--- config.mk ---
export PLATFORM = sky130hd
export DESIGN_NAME = splash_ctrl_flat
export DESIGN_NICKNAME = d
export VERILOG_FILES = /design/src/rtl/splash_pkg.sv /design/src/rtl/splash_ctrl_if.sv /design/src/rtl/btn_sync_edge.sv /design/src/rtl/splash_ctrl.sv /design/src/flat_wrapper.sv
export SDC_FILE = /design/constraint.sdc
export NUM_CORES = 1
export LEC_CHECK = 0
export CAP_MARGIN = 20
export CORE_MARGIN = 10
export CORE_UTILIZATION = 50
export DETAILED_ROUTE_END_ITERATION = 7
export GPL_TIMING_DRIVEN = 1
export PLACE_DENSITY = 0.75
export SETUP_SLACK_MARGIN = 0.1
export SLEW_MARGIN = 20
export SYNTH_ARGS = -nofsm -noshare
export SYNTH_HDL_FRONTEND = slang
export SYNTH_SLANG_ARGS = --single-unit
--- constraint.sdc ---
create_clock -name clk -period 4.9 [get_ports clk]
set_input_delay 0.98 -clock clk [delete_from_list [all_inputs] [get_ports clk]]
set_output_delay 0.98 -clock clk [all_outputs]
set_load 0.02 [all_outputs]
--- src/rtl/splash_pkg.sv ---
`default_nettype none
// ============================================================================
// Module   : splash_pkg
// Brief    : Shared types and screen geometry for the XO splash sequencer.
// Revision : 1.0
// ============================================================================
package splash_pkg;

    localparam int unsigned H_RES    = 640;
    localparam int unsigned V_RES    = 480;
    localparam int unsigned SPLASH_W = 296;
    localparam int unsigned SPLASH_H = 65;

    localparam int unsigned X_W = 10;
    localparam int unsigned Y_W = 9;

    typedef enum logic [1:0] {
        SLIDE_IN  = 2'd0,
        HOLD      = 2'd1,
        SLIDE_OUT = 2'd2,
        GAME      = 2'd3
    } state_t;

endpackage
`default_nettype wire

--- src/rtl/splash_ctrl_if.sv ---
`default_nettype none
// ============================================================================
// Module   : splash_ctrl_if
// Brief    : Control inputs and renderer-facing outputs of the splash sequencer.
// Revision : 1.0
// ============================================================================
interface splash_ctrl_if;
    import splash_pkg::*;

    logic           frame_tick;
    logic           start_btn;
    logic           game_over;
    logic [X_W-1:0] splash_x;
    logic [Y_W-1:0] splash_y;
    logic           splash_en;
    logic           game_active;
    logic [1:0]     state_o;

    modport master (
        input  frame_tick, start_btn, game_over,
        output splash_x, splash_y, splash_en, game_active, state_o
    );

    modport slave (
        output frame_tick, start_btn, game_over,
        input  splash_x, splash_y, splash_en, game_active, state_o
    );

endinterface
`default_nettype wire

--- src/rtl/btn_sync_edge.sv ---
`default_nettype none
// ============================================================================
// Module   : btn_sync_edge
// Brief    : Two-flop synchronizer plus rising-edge detector for a raw button.
// Revision : 1.0
// ============================================================================
module btn_sync_edge (
    input  logic clk,
    input  logic rst_n,
    input  logic i_async_in,
    output logic o_rise
);

    logic r_s1;
    logic r_s2;
    logic r_s3;

    always_ff @(posedge clk or negedge rst_n) begin
        if (!rst_n) begin
            r_s1 <= 1'b0;
            r_s2 <= 1'b0;
            r_s3 <= 1'b0;
        end else begin
            r_s1 <= i_async_in;
            r_s2 <= r_s1;
            r_s3 <= r_s2;
        end
    end

    assign o_rise = r_s2 & ~r_s3;

endmodule
`default_nettype wire

--- src/rtl/splash_ctrl.sv ---
`default_nettype none
// ============================================================================
// Module   : splash_ctrl
// Brief    : Slide-in / blink / slide-out sequencer for the title splash.
// Revision : 1.0
// ============================================================================
module splash_ctrl
    import splash_pkg::*;
#(
    parameter int unsigned TARGET_X        = (H_RES - SPLASH_W) / 2,
    parameter int unsigned TARGET_Y        = (V_RES - SPLASH_H) / 2,
    parameter int unsigned Y_START         = 0,
    parameter int unsigned STEP            = 4,
    parameter int unsigned BLINK_FRAMES    = 30,
    parameter int unsigned MIN_HOLD_FRAMES = 60
) (
    input  logic          clk,
    input  logic          rst_n,
    splash_ctrl_if.master bus
);

    localparam int unsigned HC_W = $clog2(MIN_HOLD_FRAMES + 1);
    localparam int unsigned BC_W = $clog2(BLINK_FRAMES);

    localparam logic [X_W-1:0]  c_TARGET_X   = X_W'(TARGET_X);
    localparam logic [Y_W-1:0]  c_TARGET_Y   = Y_W'(TARGET_Y);
    localparam logic [Y_W-1:0]  c_Y_START    = Y_W'(Y_START);
    localparam logic [Y_W-1:0]  c_STEP       = Y_W'(STEP);
    localparam logic [Y_W:0]    c_STEP_EXT   = (Y_W+1)'(STEP);
    localparam logic [HC_W-1:0] c_MIN_HOLD   = HC_W'(MIN_HOLD_FRAMES);
    localparam logic [BC_W-1:0] c_BLINK_LAST = BC_W'(BLINK_FRAMES - 1);

    state_t          r_state,     w_state_nxt;
    logic [Y_W-1:0]  r_y,         w_y_nxt;
    logic [HC_W-1:0] r_hold_cnt,  w_hold_cnt_nxt;
    logic [BC_W-1:0] r_blink_cnt, w_blink_cnt_nxt;
    logic            r_blink_on,  w_blink_on_nxt;
    logic            r_en,        w_en_nxt;
    logic            r_game,      w_game_nxt;
    logic [Y_W:0]    w_sum;
    logic            w_press;

    btn_sync_edge u_btn (
        .clk        (clk),
        .rst_n      (rst_n),
        .i_async_in (bus.start_btn),
        .o_rise     (w_press)
    );

    always_ff @(posedge clk or negedge rst_n) begin
        if (!rst_n) begin
            r_state     <= SLIDE_IN;
            r_y         <= c_Y_START;
            r_hold_cnt  <= '0;
            r_blink_cnt <= '0;
            r_blink_on  <= 1'b1;
            r_en        <= 1'b1;
            r_game      <= 1'b0;
        end else begin
            r_state     <= w_state_nxt;
            r_y         <= w_y_nxt;
            r_hold_cnt  <= w_hold_cnt_nxt;
            r_blink_cnt <= w_blink_cnt_nxt;
            r_blink_on  <= w_blink_on_nxt;
            r_en        <= w_en_nxt;
            r_game      <= w_game_nxt;
        end
    end

    always_comb begin
        w_state_nxt     = r_state;
        w_y_nxt         = r_y;
        w_hold_cnt_nxt  = r_hold_cnt;
        w_blink_cnt_nxt = r_blink_cnt;
        w_blink_on_nxt  = r_blink_on;
        // Extra bit so a large STEP near the bottom cannot wrap past TARGET_Y.
        w_sum           = {1'b0, r_y} + c_STEP_EXT;

        case (r_state)
            SLIDE_IN: begin
                if (w_press || (bus.frame_tick && (w_sum >= {1'b0, c_TARGET_Y}))) begin
                    w_y_nxt         = c_TARGET_Y;
                    w_state_nxt     = HOLD;
                    w_hold_cnt_nxt  = '0;
                    w_blink_cnt_nxt = '0;
                    w_blink_on_nxt  = 1'b1;
                end else if (bus.frame_tick) begin
                    w_y_nxt = w_sum[Y_W-1:0];
                end
            end
            HOLD: begin
                if (bus.frame_tick) begin
                    if (r_hold_cnt < c_MIN_HOLD) begin
                        w_hold_cnt_nxt = r_hold_cnt + 1'b1;
                    end
                    if (r_blink_cnt == c_BLINK_LAST) begin
                        w_blink_cnt_nxt = '0;
                        w_blink_on_nxt  = ~r_blink_on;
                    end else begin
                        w_blink_cnt_nxt = r_blink_cnt + 1'b1;
                    end
                end
                // Press is judged on the count before this cycle's tick lands.
                if (w_press && (r_hold_cnt >= c_MIN_HOLD)) begin
                    w_state_nxt    = SLIDE_OUT;
                    w_blink_on_nxt = 1'b1;
                end
            end
            SLIDE_OUT: begin
                if (bus.frame_tick) begin
                    if (r_y <= c_STEP) begin
                        w_y_nxt     = c_Y_START;
                        w_state_nxt = GAME;
                    end else begin
                        w_y_nxt = r_y - c_STEP;
                    end
                end
            end
            GAME: begin
                if (bus.game_over) begin
                    w_y_nxt     = c_Y_START;
                    w_state_nxt = SLIDE_IN;
                end
            end
            default: begin
                w_state_nxt = SLIDE_IN;
            end
        endcase

        case (w_state_nxt)
            HOLD:    w_en_nxt = w_blink_on_nxt;
            GAME:    w_en_nxt = 1'b0;
            default: w_en_nxt = 1'b1;
        endcase
        w_game_nxt = (w_state_nxt == GAME);
    end

    assign bus.splash_x    = c_TARGET_X;
    assign bus.splash_y    = r_y;
    assign bus.splash_en   = r_en;
    assign bus.game_active = r_game;
    assign bus.state_o     = r_state;

endmodule
`default_nettype wire
--- src/flat_wrapper.sv ---
// flat-port wrapper written by rule: the top's interface ports become plain ports
module splash_ctrl_flat import splash_pkg::*;
#(
    parameter int unsigned TARGET_X        = (H_RES - SPLASH_W) / 2,
    parameter int unsigned TARGET_Y        = (V_RES - SPLASH_H) / 2,
    parameter int unsigned Y_START         = 0,
    parameter int unsigned STEP            = 4,
    parameter int unsigned BLINK_FRAMES    = 30,
    parameter int unsigned MIN_HOLD_FRAMES = 60
)
  (clk, rst_n, bus_frame_tick, bus_start_btn, bus_game_over, bus_splash_x, bus_splash_y, bus_splash_en, bus_game_active, bus_state_o);
  splash_ctrl_if bus_i ();
  input  logic clk;
  input  logic rst_n;
  input wire logic [$bits(bus_i.frame_tick)-1:0] bus_frame_tick;
  input wire logic [$bits(bus_i.start_btn)-1:0] bus_start_btn;
  input wire logic [$bits(bus_i.game_over)-1:0] bus_game_over;
  output wire logic [$bits(bus_i.splash_x)-1:0] bus_splash_x;
  output wire logic [$bits(bus_i.splash_y)-1:0] bus_splash_y;
  output wire logic [$bits(bus_i.splash_en)-1:0] bus_splash_en;
  output wire logic [$bits(bus_i.game_active)-1:0] bus_game_active;
  output wire logic [$bits(bus_i.state_o)-1:0] bus_state_o;
  assign bus_i.frame_tick = bus_frame_tick;
  assign bus_i.start_btn = bus_start_btn;
  assign bus_i.game_over = bus_game_over;
  assign bus_splash_x = bus_i.splash_x;
  assign bus_splash_y = bus_i.splash_y;
  assign bus_splash_en = bus_i.splash_en;
  assign bus_game_active = bus_i.game_active;
  assign bus_state_o = bus_i.state_o;
  splash_ctrl #(.TARGET_X(TARGET_X), .TARGET_Y(TARGET_Y), .Y_START(Y_START), .STEP(STEP), .BLINK_FRAMES(BLINK_FRAMES), .MIN_HOLD_FRAMES(MIN_HOLD_FRAMES)) u_core (.clk(clk), .rst_n(rst_n), .bus(bus_i));
endmodule
; ---- After elaboration in Yosys (flattened, before gate mapping)
; Index checks and enable logic that the tools add are counted.
[totals]
ff_bits = 28
in_bits = 5
output_inout_bits = 23
wordCells = 68
[classes]
n_addsub = 4
magnitude_cmp = 4
n_eq_ne = 12
n_mux = 26
n_bitwise = 3
reduce_logical = 9
[ops]
columns = operator, n
row1 = 2-to-1 mux 9 bit, 5
row2 = one-hot mux 9 bit (3 select lines), 1
row3 = 2-to-1 mux 6 bit, 3
row4 = 2-to-1 mux 5 bit, 3
row5 = one-hot mux 6 bit (2 select lines), 1
row6 = adder 9 x 3 -> 10 bit (second input constant), 1
row7 = greater-or-equal comparator 10 x 8 -> 1 bit (second input constant), 1
row8 = 2-to-1 mux 2 bit, 5
row9 = one-hot mux 5 bit (2 select lines), 1
row10 = <= comparator 9 x 3 -> 1 bit (second input constant), 1
row11 = subtractor 9 x 3 -> 9 bit (second input constant), 1
row12 = one-hot mux 2 bit (4 select lines), 1
row13 = AND reduction 4 bit, 2
row14 = adder 6 x 1 -> 6 bit (second input constant), 1
row15 = equality test 2 bit (second input constant), 3
row16 = greater-or-equal comparator 6 bit (second input constant), 1
row17 = less-than comparator 6 bit (second input constant), 1
row18 = != test 2 bit (second input constant), 3
row19 = adder 5 x 1 -> 5 bit (second input constant), 1
row20 = equality test 5 bit (second input constant), 1
row21 = equality test 2 x 1 -> 1 bit (second input constant), 2
row22 = 2-to-1 mux 1 bit, 4
row23 = != test 2 x 1 -> 1 bit (second input constant), 2
row24 = one-hot mux 1 bit (2 select lines), 2
row25 = other kinds (9), 11

; ---- Depth between registers and ports, before layout
; Gate-level depths: netlist of run 1.
[logic_depth]
ltp_word = 8
ltp_mapped = 9
depth_no_buf = 8

; ---- Cells and area by module
; A second synthesis of run 1 with hierarchy kept.
[hier_totals]
cells_unflattened = 199
area_unflattened_um2 = 1771.7
[by_module_without_submodules]
columns = mod, n_inst, cells_per_inst, area_per_inst_um2, seq_area_each_um2
row1 = splash_ctrl, 1, 195, 1682.9, 603.1
row2 = btn_sync_edge, 1, 4, 88.8, 75.1

; ---- Worst setup path after synthesis of run 1
; No wires, ideal clock.
[synth_timing]
path_type = register -> register
from = register u_core.r_y[2] (netlist: u_core.bus.splash_y[2])
to = register u_core.r_hold_cnt[0]
setup_ns = 0.125
arrival_ns = 2.165
required_ns = 4.775
path_slack_ns = 2.610
path_stages_with_launch = 10
n_path_buf = 1
period_less_slack_ns = 2.290
path_cell_list = dfrtp_1 > buf_2 > inv_1 > ha_1 > a211o_1 > a21o_1 > o221ai_2 > o21ai_4 > o21ai_2 > mux2_4
[synth_via]
elab_chain_len = 6
[synth_lines]
columns = element, line
row1 = start: declaration, splash_ctrl.sv:34  ; logic [Y_W-1:0] r_y, w_y_nxt;
row2 = start signal: assignment, splash_ctrl.sv:53  ; r_y <= c_Y_START;
row3 = start signal: assignment, splash_ctrl.sv:61  ; r_y <= w_y_nxt;
row4 = adder 9 x 3 -> 10 bit, splash_ctrl.sv:77  ; w_sum = {1'b0, r_y} + c_STEP_EXT;
row5 = greater-or-equal comparator 10 x 8 -> 1 bit, splash_ctrl.sv:81  ; if (w_press || (bus.frame_tick && (w_sum >= {1'b0, c_TARGET_Y}))) begin
row6 = logical AND 1 bit, splash_ctrl.sv:81
row7 = logical OR 1 bit, splash_ctrl.sv:81
row8 = != test 2 x 1 -> 1 bit (no line), -
row9 = AND reduction 4 bit (no line), -
row10 = end signal: assignment, splash_ctrl.sv:62  ; r_hold_cnt <= w_hold_cnt_nxt;
row11 = end: declaration, splash_ctrl.sv:35  ; logic [HC_W-1:0] r_hold_cnt, w_hold_cnt_nxt;
; No other way between the ends.
; A chain may end at the register's enable or synchronous reset.

; ---- Worst setup path in the final report of run 1
[layout_timing]
from = register u_core.r_state[0] (netlist: u_core.bus.state_o[0])
to = output port bus_state_o[0]
[layout_rtl]
columns = element, line
row1 = start: declaration, splash_ctrl.sv:33  ; state_t r_state, w_state_nxt;
row2 = start signal: assignment, splash_ctrl.sv:60  ; r_state <= w_state_nxt;
row3 = end: declaration, flat_wrapper.sv:22  ; output wire logic [$bits(bus_i.state_o)-1:0] bus_state_o;
; No word-level cell between the ends.

==> out/metrics.csv, run 1 <==
metric,value,unit
status,finished clean,
I/O Buffers,17,
area share of the largest cell type after synthesis,0.332,
hold crit path type,reg -> reg,
final setup TNS,0,ns
"Arr. time, crit path",1.83,ns
share of cells above drive strength 1,0.0868,
hpwl dp,3000,microns
RSZ-0062 raised after global routing,no,
vias in the first global route,1484,
Setup Buffers After CTS,0,
syn avg cell area,9.07,sq um
"Cell Area, Placed",2030,sq um
nets@finish,232,
PD cells,598,nW/um^2
WL final,4210,microns
first-pass GRT wire length,7230,microns
global placement routability congestion,0.917,
clk sinks,27,
maximum VDD drop,0.336,mV
GRT Util Overall,0.134,
core outline area,3660,sq um
"Largest delay share family, worst path",flip-flops,
clk root buf,clkbuf_8,
# fillers,344,
Synth Cell Area,1890,sq um
final hold vios,0,
Final Cycle Share,0.573,
Rel. slew slack,0.520,
Static Leakage,0.908,nW
maxcap violations,0,
Area Overhead vs Synth,10.0,%
Worst Tran Pin Value,0.720,ns
Avg Vias per Cell,5.94,
post-cts resize count,0,
die span in x,81.4,microns
Post-synth ARST share,1.00,
WP buf/inv,1,
final non-filler cell area,2080,sq um
row count,22,
CTS tree,built,
pre-CTS setup slack,1.99,ns
GR Overflow Total,0,
CTS Buffer Depth,2,
crit-path max FO,26,
Total Die Area,6630,sq um
Slew Limit Fails,0,
DRC,0,
total area of sequential cells,678,sq um
Yosys warnings,0,
hold bufs inserted after CTS,0,
Syn Inst Count,208,
n_diodes,0,
crit-path cells,clkdlybuf4s50_1,
DRC violation total after the first TritonRoute iteration,186,
top-level I/O count,28,
Critical Path RT,3.92,ns
WL/cell,15.8,microns
Initial Util,0.515,
initial antenna violation count,0,
Final min period,2.81,ns
"top cells by area, synth","dfrtp_1 (33%), buf_4 (5.2%), ha_1 (4.6%), nand2_1 (3.6%), a21oi_1 (3.2%)",
via count,1587,
Post-synth EDFFs,0,
number of synthesized register bits,27,
post-synth top area cell,dfrtp_1,
Max Clk Rate,0.356,GHz
Antenna Nets Post-Route,0,
die height,81.4,microns
reg2reg setup slack,2.44,ns
CP Capture Type,output port,
Worst setup SP type,register,
Crit Path Class,reg -> out,
sequential area share after synthesis,0.359,
Final WS setup,2.09,ns
Final setup violation count,0,
pin count of the biggest net entering global routing,28,
Yosys cell types,55,
"slowest stage cell, crit path",dfrtp_1,
"Reg clk slew, reported paths",0.09,ns
htree depth,1,
ys flop type,dfrtp_1,
Pre-antenna DRT Iters,4,
multi-input logic area,1070,sq um
Final Skew,0.00365,ns
"Clk Latency, worst-skew pair",0.28,ns
cts bufs inserted,3,
Critical Path Max Stage Delay,0.82,ns
==> layout by cell type (no fill, tap or decap), types with 3 or more instances in the layout <==
master and n:
a21oi_1 12, and3_1 3, dfrtp_1 25, o21ai_0 6, inv_1 12, nand2b_1 3
conb_1 10, nor2_1 13, a31oi_1 8, o21a_1 3, a21o_1 5, clkbuf_8 3
o31ai_1 4, ha_1 7, a211o_1 5, o31a_1 3, nand4_1 5, clkdlybuf4s50_1 17
nand3_1 7, nand2_1 18, nor3_1 4
==> synthesized netlist by cell type, drive strengths merged (5+ instances only) <==
cell and n:
a211o 5, a21o 5, a21oi 12, a31oi 8, buf 16, dfrtp 25
ha 7, inv 12, nand2 18, nand3 8, nand4 5, nor2 14
o21ai 10
==> logic make-up after synthesis <==
logic type | share of synthesized area
compound gates | 0.254
xor+xnor | 0.0133
fa+ha+maj | 0.0464
buf+inv | 0.0895
flops | 0.359
mux | 0.0212
other cells | 0.00398
simple gates | 0.212
==> routing by layer <==
layer,global-route usage,wire (microns),vias to the layer above
met2,0.200,1970,51
li1,-,-,768
met4,0.0294,12,0
met3,0.0349,286,2
met5,0,0,-
met1,0.188,1940,766
==> stage by stage <==
step           cells  utilization  hold slack [ns]  power (W)
2_1_floorplan    216            -            0.331   0.000938
3_3_place_gp     263        0.555            0.336    0.00110
3_5_place_dp     263        0.555            0.341    0.00111
4_1_cts          267        0.567            0.364    0.00124
5_1_grt          267        0.567            0.377    0.00135
6_report         267        0.567            0.359    0.00124
==> layout make-up <==
class                      instances  share of cell area
tap                               48              0.0289
inverter                          12              0.0217
multi-input combinational        158               0.515
sequential                        27               0.327
clock buffer                       4              0.0217
timing repair buffer              18              0.0856
==> worst paths after layout <==
check	from	end	cells after the start
hold / removal	u_core.u_btn.r_s1	u_core.u_btn.r_s2	0
hold reg to reg	u_core.u_btn.r_s1	u_core.u_btn.r_s2	0
min in group asynchronous	rst_n	u_core.bus.splash_y[3]	2
setup / recovery	u_core.bus.state_o[0]	bus_state_o[0]	1
setup reg to reg	u_core.bus.splash_y[2]	u_core.r_hold_cnt[0]	7
max in group asynchronous	rst_n	u_core.bus.splash_en	2
==> flip-flops by register name (all words and copies together), names as in the netlist <==
| register | flops |
|---|---|
| u_core.u_btn.r_s2 | 1 |
| u_core.bus.state_o | 2 |
| u_core.bus.splash_y | 8 |
| u_core.u_btn.r_s1 | 1 |
| u_core.r_hold_cnt | 6 |
| u_core.r_blink_cnt | 5 |
| u_core.bus.game_active | 1 |
| u_core.u_btn.r_s3 | 1 |
| u_core.r_blink_on | 1 |
| u_core.bus.splash_en | 1 |
==> report_power, final <==
part | internal, W | switching [W]
registers | 0.000307 | 0.000149
logic | 0.000302 | 0.000355
clock network | 0.0000584 | 0.0000704
total | 0.000667 | 0.000574
==> worst reg2reg max path, cell delays in order (launching register included) <==
cell and delay [ns]:
dfrtp_1 0.61, ha_1 0.37, and4_1 0.28, nand4_1 0.15, nand2_1 0.16, o21ai_4 0.12, o21ai_2 0.33, mux2_4 0.33
(Power assumes the default switching activity.)
==> run 2, diff against run 1 <==
==> constraint.sdc (replaced) <==
create_clock -name clk -period 2.6 [get_ports clk]
set_input_delay 0.52 -clock clk [delete_from_list [all_inputs] [get_ports clk]]
set_output_delay 0.52 -clock clk [all_outputs]
set_load 0.02 [all_outputs]
==> run 2 against run 1 <==
  * Setup slack worse by 1.8 ns
  * Clock-buffer cell count unchanged
  * Worst hold slack better by 0.0011 ns
  * First-iteration DRC count down 11%
  * Clock power up 87%
==> out/metrics.csv, run 2 (synthesized netlist as in run 1, its figures left out) <==
metric,value,unit,change
hold depth,0,,unchanged
initial antenna violation count,0,,unchanged
pin count of the biggest net entering global routing,28,,unchanged
Crit Path Class,reg -> reg,,
hold bufs inserted after CTS,0,,unchanged
"commonest non-fill, non-tap cell in the layout",dfrtp_1,,
GR Overflow Total,0,,unchanged
"Reg clk slew, reported paths",0.09,ns,about the same
Final WS setup,0.293,ns,-1.80 ns
post-cts resize count,0,,unchanged
Final min period,2.31,ns,
clk root buf,clkbuf_8,,
Slew Limit Fails,0,,unchanged
Final Core Density,0.577,,+0.0103
pre-CTS setup slack,0.282,ns,-1.71 ns
r2r endpoint,u_core.r_hold_cnt[0],,
row count,22,,unchanged
vias in the first global route,1435,,-3.3%
Antenna Nets Post-Route,0,,unchanged
Worst setup SP type,register,,
first-pass GRT wire length,6850,microns,-5.3%
die span in x,81.4,microns,unchanged
share of cells above drive strength 1,0.107,,+0.0204
GRT Util Overall,0.128,,-0.00558
CP Capture Type,register,,
WHS Endpoint,u_core.u_btn.r_s2,,
Worst R2R Path Depth,7,,unchanged
RR Startpoint,u_core.bus.splash_y[3],,
via count,1599,,+0.76%
global placement routability congestion,0.894,,-2.5%
final hold vios,0,,unchanged
Max Clk Rate,0.434,GHz,
Static Leakage,0.932,nW,+2.7%
CTS Buffer Depth,2,,unchanged
maximum VDD drop,0.352,mV,+4.7%
Final Skew,0.00260,ns,-0.00105 ns
Avg Vias per Cell,5.88,,-1.1%
clk sinks,27,,unchanged
DRC,0,,unchanged
I/O Buffers,17,,unchanged
hpwl dp,3080,microns,+2.5%
"Arr. time, crit path",2.47,ns,+0.64 ns
final setup TNS,0,ns,unchanged
DRC violation total after the first TritonRoute iteration,165,,-11%
RSZ-0062 raised after global routing,no,,
die height,81.4,microns,unchanged
top-level I/O count,28,,unchanged
# fillers,322,,-6.4%
maxcap violations,0,,unchanged
Initial Util,0.515,,unchanged
WL final,4100,microns,-2.6%
Pre-antenna DRT Iters,4,,unchanged
crit-path max FO,10,,-62%
Final Cycle Share,0.887,,
n_diodes,0,,unchanged
core outline area,3660,sq um,unchanged
Critical Path RT,2.77,ns,-1.15 ns
CTS tree,built,,
status,finished clean,,
Setup Buffers After CTS,0,,unchanged
max reg flops,8,,unchanged
WL/cell,15.1,microns,-4.4%
Final setup violation count,0,,unchanged
PD cells,1110,nW/um^2,+86%
most frequent cells in the layout,"dfrtp_1 (25), nand2_1 (18), clkdlybuf4s50_1 (17), nor2_1 (13)",,
reg2reg setup slack,0.29,ns,-2.15 ns
worst hold start,u_core.u_btn.r_s1,,
nets@finish,237,,+2.2%
Area Overhead vs Synth,12.0,%,
"Clk Latency, worst-skew pair",0.27,ns,about the same
htree depth,1,,unchanged
hold crit path type,reg -> reg,,
cts bufs inserted,3,,unchanged
Total Die Area,6630,sq um,unchanged
-- run 2: changes by cell type in the layout (fill, tap and decap cells not counted), sizes merged --
| cell | before | now |
|---|---|---|
| buf | 1 | 6 |
-- run 2: per-layer routing --
layer	GRT usage	part of all wire	up-vias
met5	0	0	-
met4	0.0467	0.018	0
met3	0.0295	0.073	8
met2	0.197	0.44	51
met1	0.171	0.47	756
li1	-	-	784
-- run 2: how the worst max path moves through the flow --
stage / slack [ns] / end / startpoint / depth (start not counted)
floorplan: 0.31 / u_core.r_hold_cnt[0] / u_core.bus.splash_y[2] / 9
detailed placement: 0.28 / u_core.bus.splash_y[5] / bus_frame_tick / 6
finish: 0.29 / u_core.r_hold_cnt[0] / u_core.bus.splash_y[3] / 7
global route: 0.10 / u_core.r_blink_cnt[1] / u_core.bus.splash_y[3] / 7
CTS: 0.28 / u_core.r_hold_cnt[0] / u_core.bus.splash_y[3] / 7
global placement: 0.27 / u_core.bus.splash_y[5] / bus_frame_tick / 6
-- run 2: where the power goes --
| part | internal (W) | switching, W |
|---|---|---|
| clock network | 0.000110 | 0.000131 |
| logic | 0.000593 | 0.000688 |
| registers | 0.000579 | 0.000247 |
| total | 0.00128 | 0.00107 |
-- run 2: cell type report --
class                           instances  area (sq um)  share of cell area
Clock buffer                            4          45.0              0.0213
Inverter                               12          45.0              0.0213
Multi-Input combinational cell        158          1070               0.506
Sequential cell                        27           678               0.321
Tap cell                               48          60.1              0.0284
Timing Repair Buffer                   23           215               0.102
-- run 2: critical path, cell delays in order, from the launching register on --
cell	delay, ns
dfrtp_1	0.56
ha_1	0.34
and4_1	0.27
nand4_1	0.12
nand2_1	0.15
o21ai_4	0.12
o21ai_2	0.31
mux2_4	0.33
-- run 2: through the flow --
stage          total power (W)  std cells  instance area [sq um]  hold slack, ns
2_1_floorplan          0.00177        216                   1920           0.224
3_3_place_gp           0.00210        268                   2070           0.338
3_5_place_dp           0.00211        268                   2070           0.342
4_1_cts                0.00236        272                   2110           0.364
5_1_grt                0.00254        272                   2110           0.369
6_report               0.00235        272                   2110           0.360
==> run 3, diff against run 2 <==
--- a/config.mk
+++ b/config.mk
@@ -7,10 +7,10 @@
 export LEC_CHECK = 0
 export CAP_MARGIN = 20
 export CORE_MARGIN = 10
-export CORE_UTILIZATION = 50
+export CORE_UTILIZATION = 49
 export DETAILED_ROUTE_END_ITERATION = 7
 export GPL_TIMING_DRIVEN = 1
-export PLACE_DENSITY = 0.75
+export PLACE_DENSITY = 0.76
 export SETUP_SLACK_MARGIN = 0.1
 export SLEW_MARGIN = 20
 export SYNTH_ARGS = -nofsm -noshare
==> constraint.sdc (replaced) <==
create_clock -name clk -period 1.97 [get_ports clk]
set_input_delay 0.394 -clock clk [delete_from_list [all_inputs] [get_ports clk]]
set_output_delay 0.394 -clock clk [all_outputs]
set_load 0.02 [all_outputs]
==> run 3 against run 2 <==
  * The flow now finishes with violations (negative setup slack)
  * Core utilization is 13 points higher
  * Maximum frequency is 15% higher
  * Setup slack worse by 0.33 ns
  * Sequential power is 26% higher
==> out/metrics.csv, run 3 (synthesized netlist as in run 1, its figures left out) <==
metric,value,unit,change
DRC violation total after the first TritonRoute iteration,107,,-35%
Inst Count DP,299,,+12%
internal power,0.00214,W,+67%
hold depth,0,,unchanged
"Cell Area, Placed",2330,sq um,+13%
sequential power share,0.271,,-0.081
r2r endpoint,u_core.r_blink_cnt[1],,
WHS,0.362,ns,+0.00164 ns
pin count of the biggest net entering global routing,28,,unchanged
most frequent cells in the layout,"buf_4 (43), dfrtp_1 (20), nand2_1 (16), clkdlybuf4s50_1 (14), nor2_1 (12)",,
clk sinks,27,,unchanged
switch share,0.445,,-0.00911
sw power,0.00171,W,+61%
final setup TNS,-0.102,ns,-0.102 ns
maximum VDD drop,0.629,mV,+79%
Final Non-Filler Cells,314,,+15%
hpwl dp,3460,microns,+12%
CTS Buffer Depth,2,,unchanged
RR Startpoint,u_core.bus.splash_y[2],,
crit-path cells,"inv_4, ha_4, nand2_4, a31oi_2, o221ai_2, o21ai_4, o221a_4, mux2_4",,
reg2reg setup slack,-0.04,ns,-0.33 ns
GRT Util Overall,0.156,,+0.0279
PD cells,1480,nW/um^2,+33%
core outline area,3690,sq um,+0.75%
Max Clk Rate,0.497,GHz,+15%
Final Core Density,0.706,,+0.129
final non-filler cell area,2610,sq um,+23%
via count,1810,,+13%
Final WS setup,-0.0414,ns,-0.335 ns
cts bufs inserted,3,,unchanged
n_diodes,0,,unchanged
"Clk Latency, worst-skew pair",0.29,ns,+0.02 ns
die span in x,82.1,microns,+0.77%
WHS Endpoint,u_core.u_btn.r_s2,,
row count,22,,unchanged
Antenna Nets Post-Route,0,,unchanged
Initial Util,0.512,,-0.00385
max reg flops,8,,unchanged
maxcap violations,0,,unchanged
WL/cell,16.4,microns,+9.2%
Final setup violation count,5,,+5
Final Skew,0.00920,ns,+0.00660 ns
Critical Path Max Stage Delay,0.49,ns,-0.07 ns
Final Cycle Share,1.02,,+0.134
initial antenna violation count,0,,unchanged
I/O Buffers,17,,unchanged
CTS tree,built,,
Crit Path Class,reg -> reg,,
WL final,5160,microns,+26%
Total Die Area,6730,sq um,+1.5%
vias in the first global route,1740,,+21%
Comb power frac,0.640,,+0.095
Slew Limit Fails,0,,unchanged
GR Overflow Total,0,,unchanged
"Reg clk slew, reported paths",0.11,ns,+0.02 ns
Pre-antenna DRT Iters,4,,unchanged
hold crit path type,reg -> reg,,
DRC,0,,unchanged
Critical Path RT,2.14,ns,-0.63 ns
"Arr. time, crit path",2.18,ns,-0.29 ns
Area Overhead vs Synth,38.1,%,
RSZ-0062 raised after global routing,yes,,
final hold vios,0,,unchanged
crit-path max FO,6,,-4
clk root buf,clkbuf_8,,
"slowest stage cell, crit path",dfrtp_2,,
top-level I/O count,28,,unchanged
hold bufs inserted after CTS,0,,unchanged
first-pass GRT wire length,8310,microns,+21%
die height,82.1,microns,+0.77%
share of cells above drive strength 1,0.346,,+0.239
"commonest non-fill, non-tap cell in the layout",buf_4,,
Avg Vias per Cell,5.76,,-1.9%
global placement routability congestion,0.887,,-0.81%
htree depth,1,,unchanged
status,"finished, violations left",,
failing checks,negative setup slack,,
Static Leakage,1.16,nW,+24%
Final min period,2.01,ns,-0.295 ns
clock network power share,0.089,,-0.013
nets@finish,279,,+18%
worst hold start,u_core.u_btn.r_s1,,
CP Capture Type,register,,
Worst setup SP type,register,,
Worst R2R Path Depth,8,,+1
-- run 3: cell count changes in the layout (fill, tap and decap cells not counted), moves of 4 or more --
cell,previous run,this run
buf_6,0,4
o21ai_0,6,1
dfrtp_2,0,5
buf_4,6,43
dfrtp_1,25,20
-- run 3: power groups by stage --
| stage | Sequential (W) | Combinational, W | Clock, W |
|---|---|---|---|
| 6_report | 0.00104 | 0.00246 | 0.000343 |
| 5_1_grt | 0.00108 | 0.00267 | 0.000375 |
| 4_1_cts | 0.00103 | 0.00227 | 0.000347 |
| 3_5_place_dp | 0.00103 | 0.00213 | 0 |
| 3_3_place_gp | 0.00102 | 0.00208 | 0 |
| 2_1_floorplan | 0.00106 | 0.00134 | 0 |
-- run 3: through the flow --
step	setup slack, ns	power, W
6_report	-0.0414	0.00385
5_1_grt	-0.0960	0.00412
4_1_cts	-0.0262	0.00365
3_5_place_dp	-0.0962	0.00316
3_3_place_gp	-0.100	0.00311
2_1_floorplan	-0.137	0.00240
-- run 3: worst max-delay path: cells and delay by family (launching register included) --
family | cells | cell delay [ns]
mux | 1 | 0.30
fa+ha+maj | 1 | 0.14
compound gates | 4 | 0.84
buf+inv | 1 | 0.08
simple gates | 1 | 0.05
flops | 1 | 0.49
-- run 3: worst max path at each step --
stage,start,endpoint,slack [ns]
after floorplan,u_core.bus.splash_y[2],u_core.r_blink_cnt[1],-0.14
final,u_core.bus.splash_y[2],u_core.r_blink_cnt[1],-0.04
after CTS,u_core.bus.splash_y[2],u_core.r_blink_cnt[1],-0.03
after global routing,u_core.bus.splash_y[2],u_core.r_blink_cnt[1],-0.1
after global placement,u_core.bus.splash_y[2],u_core.bus.splash_y[8],-0.10
after detailed placement,u_core.bus.splash_y[2],u_core.bus.splash_y[8],-0.1
-- run 3: metal layers --
metal,wire length (microns),GRT usage,vias up,part of all wire
met5,0,0,-,0
met2,2450,0.260,66,0.47
li1,-,-,864,-
met4,47,0.0459,0,0.0091
met3,320,0.0207,5,0.062
met1,2350,0.204,875,0.45
-- run 3: layout make-up --
cell class | instances | area, sq um
inverters | 12 | 47.5
clock buffers | 3 | 41.3
flip-flops and latches | 27 | 684
multi-input cells | 159 | 1230
clock inverters | 1 | 7.51
well taps | 48 | 60.1
repair buffers | 64 | 534
fillers | 274 | 1080
-- run 3: repair_timing --
item,CTS,global route
setup endpoints to repair,23,21
gates cloned,1,0
gates resized for setup,21,19
setup buffers,7,3
pin swaps,13,6
